### config.mk
export PLATFORM = sky130hd
export DESIGN_NAME = sram_np_bank
export DESIGN_NICKNAME = d
export VERILOG_FILES = /design/src/rtl/sram_bank_pkg.sv /design/src/rtl/sram_phase_seq.sv /design/src/rtl/sram_np_bank.sv
export SDC_FILE = /design/constraint.sdc
export NUM_CORES = 1
export LEC_CHECK = 0
export ABC_CLOCK_PERIOD_IN_PS = 6900
export CORE_MARGIN = 2
export CORE_UTILIZATION = 63
export DETAILED_ROUTE_END_ITERATION = 12
export GPL_TIMING_DRIVEN = 0
export MAX_ROUTING_LAYER = met4
export PLACE_DENSITY = 0.93
export REMOVE_ABC_BUFFERS = 1
export SLEW_MARGIN = 20
export SYNTH_ARGS = -nofsm -noshare
export SYNTH_HDL_FRONTEND = slang
export SYNTH_SLANG_ARGS = --single-unit
### constraint.sdc
create_clock -name clk -period 6.9 [get_ports clk]
set_input_delay 1.035 -clock clk [delete_from_list [all_inputs] [get_ports clk]]
set_output_delay 1.035 -clock clk [all_outputs]
set_load 0.01 [all_outputs]
### src/rtl/sram_bank_pkg.sv
// Shared types, default geometry and parity helper for the sram_np_bank register-file slice.
package sram_bank_pkg;

  typedef enum logic {IDLE, RUN} state_t;

  localparam int DEF_WIDTH       = 16;
  localparam int DEF_DEPTH       = 32;
  localparam int DEF_RD_PORTS    = 2;
  localparam int DEF_NUM_PHASES  = 10;
  localparam int DEF_READ_PHASE  = 4;
  localparam int DEF_WRITE_PHASE = 8;

  // Zero-extension to 64 bits leaves the XOR reduction unchanged for any WIDTH <= 64.
  function automatic logic even_parity(input logic [63:0] d);
    return ^d;
  endfunction

endpackage

### src/rtl/sram_phase_seq.sv
// Phase sequencer: emulates the adiabatic phase frame on one clock (IDLE/RUN FSM, phase, mclk, cycle_done).
module sram_phase_seq
  import sram_bank_pkg::*;
#(
  parameter int NUM_PHASES = DEF_NUM_PHASES,
  localparam int PW = (NUM_PHASES > 2) ? $clog2(NUM_PHASES) : 1
) (
  input  logic          clk,
  input  logic          reset,
  input  logic          req_valid,
  output logic          req_ready,
  output logic          busy,
  output logic [PW-1:0] phase,
  output logic          mclk,
  output logic          cycle_done
);

  localparam logic [PW-1:0] LAST = PW'(NUM_PHASES - 1);
  localparam int HALF = NUM_PHASES / 2;

  state_t        state;
  logic [PW-1:0] phase_nxt;

  assign phase_nxt = phase + PW'(1);
  assign busy      = (state == RUN);

  // mclk and cycle_done are computed from the upcoming phase so they stay registered.
  always_ff @(posedge clk) begin
    if (!reset) begin
      state      <= IDLE;
      phase      <= '0;
      req_ready  <= 1'b1;
      mclk       <= 1'b0;
      cycle_done <= 1'b0;
    end else begin
      case (state)
        IDLE: begin
          if (req_valid) begin
            state      <= RUN;
            phase      <= '0;
            req_ready  <= 1'b0;
            mclk       <= 1'b1;
            cycle_done <= 1'b0;
          end
        end
        RUN: begin
          if (phase == LAST) begin
            state      <= IDLE;
            phase      <= '0;
            req_ready  <= 1'b1;
            mclk       <= 1'b0;
            cycle_done <= 1'b0;
          end else begin
            phase      <= phase_nxt;
            mclk       <= (32'(phase_nxt) < HALF);
            cycle_done <= (phase_nxt == LAST);
          end
        end
        default: state <= IDLE;
      endcase
    end
  end

endmodule

### src/rtl/sram_np_bank.sv
// DEPTH x WIDTH register-file bank, one write port and RD_PORTS read ports, phase-sequenced transactions.
// Optional per-word even parity with per-port error flags when SRAM_NP_BANK_PARITY_EN is defined.
module sram_np_bank
  import sram_bank_pkg::*;
#(
  parameter int WIDTH       = DEF_WIDTH,
  parameter int DEPTH       = DEF_DEPTH,
  parameter int RD_PORTS    = DEF_RD_PORTS,
  parameter int NUM_PHASES  = DEF_NUM_PHASES,
  parameter int READ_PHASE  = DEF_READ_PHASE,
  parameter int WRITE_PHASE = DEF_WRITE_PHASE,
  localparam int AW = (DEPTH > 1) ? $clog2(DEPTH) : 1,
  localparam int PW = (NUM_PHASES > 2) ? $clog2(NUM_PHASES) : 1
) (
  input  logic                      clk,
  input  logic                      reset,
  input  logic                      req_valid,
  output logic                      req_ready,
  input  logic                      wr_en,
  input  logic [AW-1:0]             wr_addr,
  input  logic [WIDTH-1:0]          wr_data,
  input  logic [RD_PORTS-1:0]       rd_en,
  input  logic [RD_PORTS*AW-1:0]    rd_addr,
  output logic [RD_PORTS*WIDTH-1:0] rd_data,
  output logic                      rd_valid,
  output logic [PW-1:0]             phase,
  output logic                      mclk,
  output logic                      cycle_done
`ifdef SRAM_NP_BANK_PARITY_EN
  ,output logic [RD_PORTS-1:0]      par_err
`endif
);

  logic busy;
  logic accept;
  logic rd_hit;
  logic wr_hit;

  logic                   h_wr_en;
  logic [AW-1:0]          h_wr_addr;
  logic [WIDTH-1:0]       h_wr_data;
  logic [RD_PORTS-1:0]    h_rd_en;
  logic [RD_PORTS*AW-1:0] h_rd_addr;

  logic [WIDTH-1:0] mem     [DEPTH];
  logic [WIDTH-1:0] rd_word [RD_PORTS];
`ifdef SRAM_NP_BANK_PARITY_EN
  logic             par_mem [DEPTH];
  logic             rd_perr [RD_PORTS];
`endif

  function automatic logic in_range(input logic [AW-1:0] a);
    return (32'(a) < DEPTH);
  endfunction

  sram_phase_seq #(.NUM_PHASES(NUM_PHASES)) u_seq (
    .clk        (clk),
    .reset      (reset),
    .req_valid  (req_valid),
    .req_ready  (req_ready),
    .busy       (busy),
    .phase      (phase),
    .mclk       (mclk),
    .cycle_done (cycle_done)
  );

  assign accept = req_valid & req_ready;
  assign rd_hit = busy && (phase == PW'(READ_PHASE));
  assign wr_hit = busy && (phase == PW'(WRITE_PHASE));

  // Out-of-range reads return zero (and no parity error).
  always_comb begin
    for (int unsigned p = 0; p < RD_PORTS; p++) begin
      logic [AW-1:0] a;
      a = h_rd_addr[p*AW +: AW];
      rd_word[p] = in_range(a) ? mem[a] : '0;
`ifdef SRAM_NP_BANK_PARITY_EN
      rd_perr[p] = in_range(a) ? (even_parity(64'(mem[a])) != par_mem[a]) : 1'b0;
`endif
    end
  end

  always_ff @(posedge clk) begin
    if (!reset) begin
      h_wr_en   <= 1'b0;
      h_wr_addr <= '0;
      h_wr_data <= '0;
      h_rd_en   <= '0;
      h_rd_addr <= '0;
      rd_data   <= '0;
      rd_valid  <= 1'b0;
      for (int unsigned i = 0; i < DEPTH; i++) begin
        mem[i] <= '0;
`ifdef SRAM_NP_BANK_PARITY_EN
        par_mem[i] <= 1'b0;
`endif
      end
`ifdef SRAM_NP_BANK_PARITY_EN
      par_err <= '0;
`endif
    end else begin
      if (accept) begin
        h_wr_en   <= wr_en;
        h_wr_addr <= wr_addr;
        h_wr_data <= wr_data;
        h_rd_en   <= rd_en;
        h_rd_addr <= rd_addr;
      end
      rd_valid <= rd_hit && (|h_rd_en);
      if (rd_hit) begin
        for (int unsigned p = 0; p < RD_PORTS; p++) begin
          if (h_rd_en[p]) begin
            rd_data[p*WIDTH +: WIDTH] <= rd_word[p];
`ifdef SRAM_NP_BANK_PARITY_EN
            par_err[p] <= rd_perr[p];
`endif
          end
        end
      end
      // READ_PHASE < WRITE_PHASE gives read-before-write within one transaction.
      if (wr_hit && h_wr_en && in_range(h_wr_addr)) begin
        mem[h_wr_addr] <= h_wr_data;
`ifdef SRAM_NP_BANK_PARITY_EN
        par_mem[h_wr_addr] <= even_parity(64'(h_wr_data));
`endif
      end
    end
  end

endmodule

==> impl_metrics.py <==
metrics = {
    "setup_path": {
        "critical_path_required_ns": 7.48,
        "wp_buf_inv": 4,
        "cpMaxStageDelayCell": "dfxtp_4",
        "worst_path_largest_cell_delay_ns": 0.75,
        "setup.worst_path.start_class": "register",
        "worstPathCellList": "buf_12 > buf_16 > buf_12 > buf_16 > mux2i_1 > a22oi_1 > a21oi_1 > or4_1 > a21oi_1",
        "data_arrival_time_of_the_worst_path_ns": 4.08,
        "crit_path_end_kind": "register",
        "r2r_slack_ns": 3.39,
        "crit_family": "buffers and inverters",
        "timing_worst_setup_path_type": "register to register",
        "highest_fanout_seen_on_the_critical_path": 43,
    },
    "sta": {
        "finalClockSkew_ns": 0.0435,
        "part_of_the_cycle_the_worst_path_needs": 0.508,
        "post-route-min-period_ns": 3.51,
        "achievable-frequency_mhz": 285,
        "finalMaxSlewViolations": 0,
        "setup_repair_after_global_routing_missed_its_margin": "false",
        "worst_slack_on_hold_paths_ns": 0.484,
        "worstMarginPinSlew_ns": 1.24,
        "finalSetupViolCount": 0,
        "timing.final.hold_violations": 0,
        "slew_headroom": 0.169,
    },
    "floorplan": {
        "initial_utilization": 0.635,
        "die_area_um2": 50800,
        "ioPinCount": 77,
        "rows": 81,
        "die_height_um": 225,
        "floorplan.die.width_um": 225,
        "core_area_um2": 48600,
    },
    "pwr": {
        "share_comb_of_total_power": 0.114,
        "switchingPower_mw": 2.08,
        "ir_drop_v": 0.000216,
        "power-per-cell-area_nw_per_um2": 233,
        "design_power_total_mw": 8.02,
        "clkPwrFrac": 0.371,
        "power_switching_share": 0.260,
        "internal_power_summed_over_all_cells_mw": 5.94,
        "seq_power_share": 0.514,
        "p_leak_nw": 11.6,
    },
    "clock_tree": {
        "cts.repair.resized": 0,
        "hold_buffers": 0,
        "cts.sinks": 587,
        "cts_buffers": 57,
        "clockRootBuffer": "clkbuf_16",
        "clkLatencyLatePin_ns": 0.66,
        "cts_post_setup_buffers_inserted": 0,
        "cts-htree-levels": 2,
        "cts_tree": "yes",
        "ctsLongestPathBuffers": 3,
        "clock_pin_slew_worst_setup_and_hold_paths_ns": 0.06,
    },
    "detailed_routing": {
        "drc_errors": 0,
        "postRouteAntennaNets": 0,
        "finalWirelength_um": 95600,
        "num_vias": 23100,
        "post_drt_wl_per_cell_um": 29.7,
        "drt_pre_antenna_iters": 6,
        "drtIter0Drc": 3850,
        "via_density_per_instance": 7.19,
    },
    "synthesis": {
        "syn_area_per_cell_um2": 12.0,
        "post_synthesis_register_bit_count": 587,
        "synth.yosys.warnings": 0,
        "syn_inst": 2580,
        "synth.top_cells.by_area": "edfxtp_1 50%, mux2i_1 17%, and2_1 11%, a22oi_1 6.2%, dfxtp_1 4.9%",
        "seq_area_frac_synth": 0.546,
        "post-synth-top-area-cell": "edfxtp_1",
        "post_synth_instance_area_um2": 30900,
        "post_synth_num_cell_types": 46,
        "post-synth-top-area-fraction": 0.498,
    },
    "layout": {
        "num-nets-final": 2573,
        "final_cells": 3215,
        "post_route_cells_drive_above_1_share": 0.0875,
        "layout-area-overhead-vs-synth_pct": 11.2,
    },
    "run_status": {
        "status": "complete, no violations",
    },
    "grt": {
        "via_count_of_the_first_global_routing_pass": 23100,
        "globalRoute.totalOverflow": 0,
        "grt_util_all_layers": 0.389,
        "grt_antenna_before_repair": 11,
        "wire_length_of_the_first_global_routing_pass_um": 141000,
        "grt_max_degree": 62,
    },
    "placement": {
        "gp_congestion": 0.934,
        "hpwl_um": 60200,
        "placedCellCount": 3096,
        "io_buffer_count": 76,
    },
    "hold_path": {
        "min_path_type": "register to register",
    },
    "run": {
        "maxCapViolCount": 0,
    },
}
layout make-up:
type                            instances  area, um2
Antenna cell                           11       27.5
Clock buffer                           93       1640
Clock inverter                         15       96.3
Fill cell                            2930      14300
Inverter                                2       7.51
Multi-Input combinational cell       1745      12900
Sequential cell                       587      16900
Tap cell                              622        778
Timing Repair Buffer                  140       1950
stage by stage:
| stage | util | worst slack [ns] | setup TNS (ns) | cell area [um2] |
|---|---|---|---|---|
| floorplan | - | -3.04 | -100.88 | 29600 |
| global placement | 0.641 | -6.52 | -355.90 | 31200 |
| detailed placement | 0.669 | 2.92 | 0 | 32600 |
| CTS | 0.705 | 3.51 | 0 | 34300 |
| global route | 0.706 | 3.34 | 0 | 34300 |
| finish | 0.706 | 3.39 | 0 | 34400 |
placed cells by master, fill, tap and decap left out, types with 27 or more instances in the layout:
cell type / instances
or4_1: 32
clkbuf_1: 27
mux2i_1: 512
o21ai_0: 35
clkbuf_16: 59
a21boi_0: 35
clkdlybuf4s50_1: 75
edfxtp_1: 512
nand2_1: 74
and2_1: 514
dfxtp_1: 57
a22oi_1: 256
o21ai_2: 32
a21oi_1: 164
synth_stat cells, drive strengths merged:
cell type  count
o32ai          1
nor2          39
nor3b          1
buf           80
mux2i        512
o311a          1
or3            1
dfxtp         75
and2         520
o311ai         1
nand3b         5
and3           1
inv            2
and3b          1
or3b           3
o21ai         67
nor3           1
o211ai         1
or2            2
a32oi          1
and4           1
nand2         75
edfxtp       512
or4           32
a22oi        256
a21boi        35
nor2b         10
nand3          3
nand2b         5
a21oi        164
o21a           2
ha             3
xnor2          1
clkbuf       166
sequential cells by signal, summed over array words and instances (netlist names):
register and flops:
h_wr_en 1, h_wr_addr 5, rd_valid 1, u_seq.busy 1, h_wr_data 16, mem 512
u_seq.cycle_done 1, h_rd_addr 10, rd_data 32, u_seq.req_ready 1, u_seq.mclk 1, u_seq.phase 4
h_rd_en 2
tightest hold or removal path, cell delays in order, from the launching register on:
cell      delay [ns]
dfxtp_1         0.31
nand2_1         0.05
a21boi_0        0.07
path summary, 6_finish.rpt:
kind	start	endpoint	cells past startpoint
setup / recovery	h_rd_addr[5]	rd_data[19]	9
hold / removal	h_wr_en	h_wr_en	2
setup reg to reg	h_rd_addr[5]	rd_data[19]	9
hold reg to reg	h_wr_en	h_wr_en	2
kinds of logic (layout without fill, tap and decap cells):
| kind of cell | count (synthesis) | in the layout | share of synthesized area |
|---|---|---|---|
| xor+xnor | 1 | 1 | 0.000284 |
| flops | 587 | 587 | 0.546 |
| other cells | 0 | 11 | 0 |
| mux | 512 | 512 | 0.166 |
| buf+inv | 248 | 250 | 0.0406 |
| compound gates | 529 | 529 | 0.110 |
| fa+ha+maj | 3 | 3 | 0.00122 |
| simple gates | 700 | 700 | 0.135 |
routing by layer:
| layer | GRT usage | share of wire | vias to the layer above | routed length, um |
|---|---|---|---|---|
| li1 | - | - | 9459 | - |
| met1 | 0.450 | 0.32 | 11000 | 31000 |
| met2 | 0.587 | 0.45 | 2088 | 42900 |
| met3 | 0.119 | 0.15 | 544 | 14000 |
| met4 | 0.261 | 0.081 | 0 | 7710 |
| met5 | - | 0 | - | 0 |
power by group through the flow:
stage / Clock (mW) / Sequential (mW) / Combinational [mW]
global placement: 0 / 4.24 / 0.893
detailed placement: 0 / 4.18 / 0.858
finish: 2.98 / 4.12 / 0.917
floorplan: 0 / 4.17 / 0.589
CTS: 2.95 / 4.11 / 0.869
global route: 3.08 / 4.13 / 0.933
No activity file was read; power rests on OpenSTA's default activity.
==> RTL change (config.mk and constraints unchanged) <==
`DEF_NUM_PHASES`: 10 -> 20.
--- a/src/rtl/sram_bank_pkg.sv
+++ b/src/rtl/sram_bank_pkg.sv
@@ -6,7 +6,7 @@
   localparam int DEF_WIDTH       = 16;
   localparam int DEF_DEPTH       = 32;
   localparam int DEF_RD_PORTS    = 2;
-  localparam int DEF_NUM_PHASES  = 10;
+  localparam int DEF_NUM_PHASES  = 20;
   localparam int DEF_READ_PHASE  = 4;
   localparam int DEF_WRITE_PHASE = 8;
 
Ports: changed (resized phase); port bits go from 77 to 78. No check against the original RTL was run, so the function may have changed too.
==> RTL change against the unedited design <==
Non-clock buffer count shrank 1. Sequential cell count grew 1. Fmax shrank 26%. Wire length grew 1.5%. Design area grew 0.88%. Total power grew 2.0%. Synthesized area grew 0.46%. Die area grew 0.46%. Worst setup slack lost 1.3 ns. Critical endpoint is now mem[16][2]$_SDFFCE_PN0P_.
==> RTL change: results (changes against the unedited design) <==
global_route:
  antenna_found_initial: 16  # was 11
  grt_first_pass_wirelength_um: 141000  # about the same
  grt_max_degree: 72  # was 62
  grtUsageMet1_pct: 44.9  # was 45.0%
  grt_usage_pct: 38.9  # about the same
place:
  place_area_mm2: 0.0327  # was 0.0326 mm²
  dp_hpwl_um: 60600  # was 60200 µm
  gp_congestion: 1.01  # was 0.934
  portBuffers: 77  # was 76
run_status:
  status: "completed"  # unchanged
critical_path:
  critPathMaxFanout: 71  # was 43
  r2r-start: "u_seq.phase[3]$_SDFFE_PN0P_"  # was h_rd_addr[5]$_SDFFE_PN0P_
  slowest_delay_ns: 1.01  # was 0.75 ns
  reg2regPathDepth: 5  # was 9
  r2r-end: "mem[16][2]$_SDFFCE_PN0P_"  # was rd_data[19]$_SDFFE_PN0P_
yosys:
  yosysSeqAreaShare_pct: 54.5  # was 54.6%
  yosys-top-cells-count: "512 x edfxtp_1, 512 x mux2i_1, 502 x and2_1"  # was 519 x and2_1, 512 x edfxtp_1, 512 x mux2i_1
layout:
  drive_above_1_share_pct: 8.52  # was 8.75%
power:
  ir_drop_uv: 233  # was 216 µV
timing:
  max_slew_margin_pct: 18.4  # was 16.9%
  max_freq_mhz: 210  # was 285 MHz
  skew_ns: 0.0241  # was 0.0435 ns
hold_path:
  hold_end: "h_rd_en[1]$_SDFFE_PN0P_"  # was h_wr_en$_SDFFE_PN0P_
cts:
  clk_latency_ns: 0.64  # was 0.66 ns
drt:
  drt-wirelength-per-cell_um: 29.5  # was 29.7 µm
RTL change: power groups by stage:
stage	clock network, mW	registers (mW)	logic [mW]
5_1_grt	3.23	4.13	0.935
4_1_cts	3.09	4.11	0.873
2_1_floorplan	0	4.18	0.591
6_report	3.14	4.12	0.922
3_5_place_dp	0	4.18	0.858
3_3_place_gp	0	4.24	0.882
RTL change: final cells by class:
type / count / area [µm²]
well taps: 664 / 831
clock inverters: 27 / 160
inverters: 6 / 22.5
fillers: 2851 / 14100
clock buffers: 80 / 1690
flip-flops and latches: 588 / 16900
multi-input cells: 1767 / 13000
repair buffers: 139 / 1940
diodes: 18 / 45.0
RTL change: cell families after synthesis:
logic type,Yosys count,synth area share (%)
flip-flops,588,54.5
adder cells (fa/ha/maj),3,0.121
AO/OA/AOI/OAI,532,11.0
buffers and inverters,252,4.19
multiplexers,512,16.5
XOR/XNOR,1,0.0282
AND/OR/NAND/NOR,719,13.6
RTL change: worst max-delay path by stage:
stage                                         start                         to  cells past startpoint
after floorplan           h_rd_addr[0]$_SDFFE_PN0P_   rd_data[15]$_SDFFE_PN0P_                      5
after global placement    h_rd_addr[0]$_SDFFE_PN0P_   rd_data[13]$_SDFFE_PN0P_                      5
after detailed placement                      reset  mem[16][14]$_SDFFCE_PN0P_                      6
after CTS                                     reset   mem[16][8]$_SDFFCE_PN0P_                      6
after global routing                          reset   mem[16][2]$_SDFFCE_PN0P_                      6
final                                         reset   mem[16][2]$_SDFFCE_PN0P_                      6
RTL change: through the flow:
stage | hold slack [ns] | instances
3_5_place_dp | 0.467 | 3164
2_1_floorplan | 0.439 | 2361
3_3_place_gp | 0.460 | 3102
5_1_grt | 0.522 | 3287
6_report | 0.475 | 3289
4_1_cts | 0.475 | 3271
RTL change: tightest hold or removal path: cells and delay by family, from the launching register on:
kind,cells,cell delay (ns)
AO/OA/AOI/OAI,1,0.06
AND/OR/NAND/NOR,1,0.05
flip-flops,1,0.31
RTL change: layer usage:
metal	vias up	wire, µm
met3	550	15200
met4	0	7420
met2	2213	43400
li1	9580	-
met5	-	0
met1	11000	31000
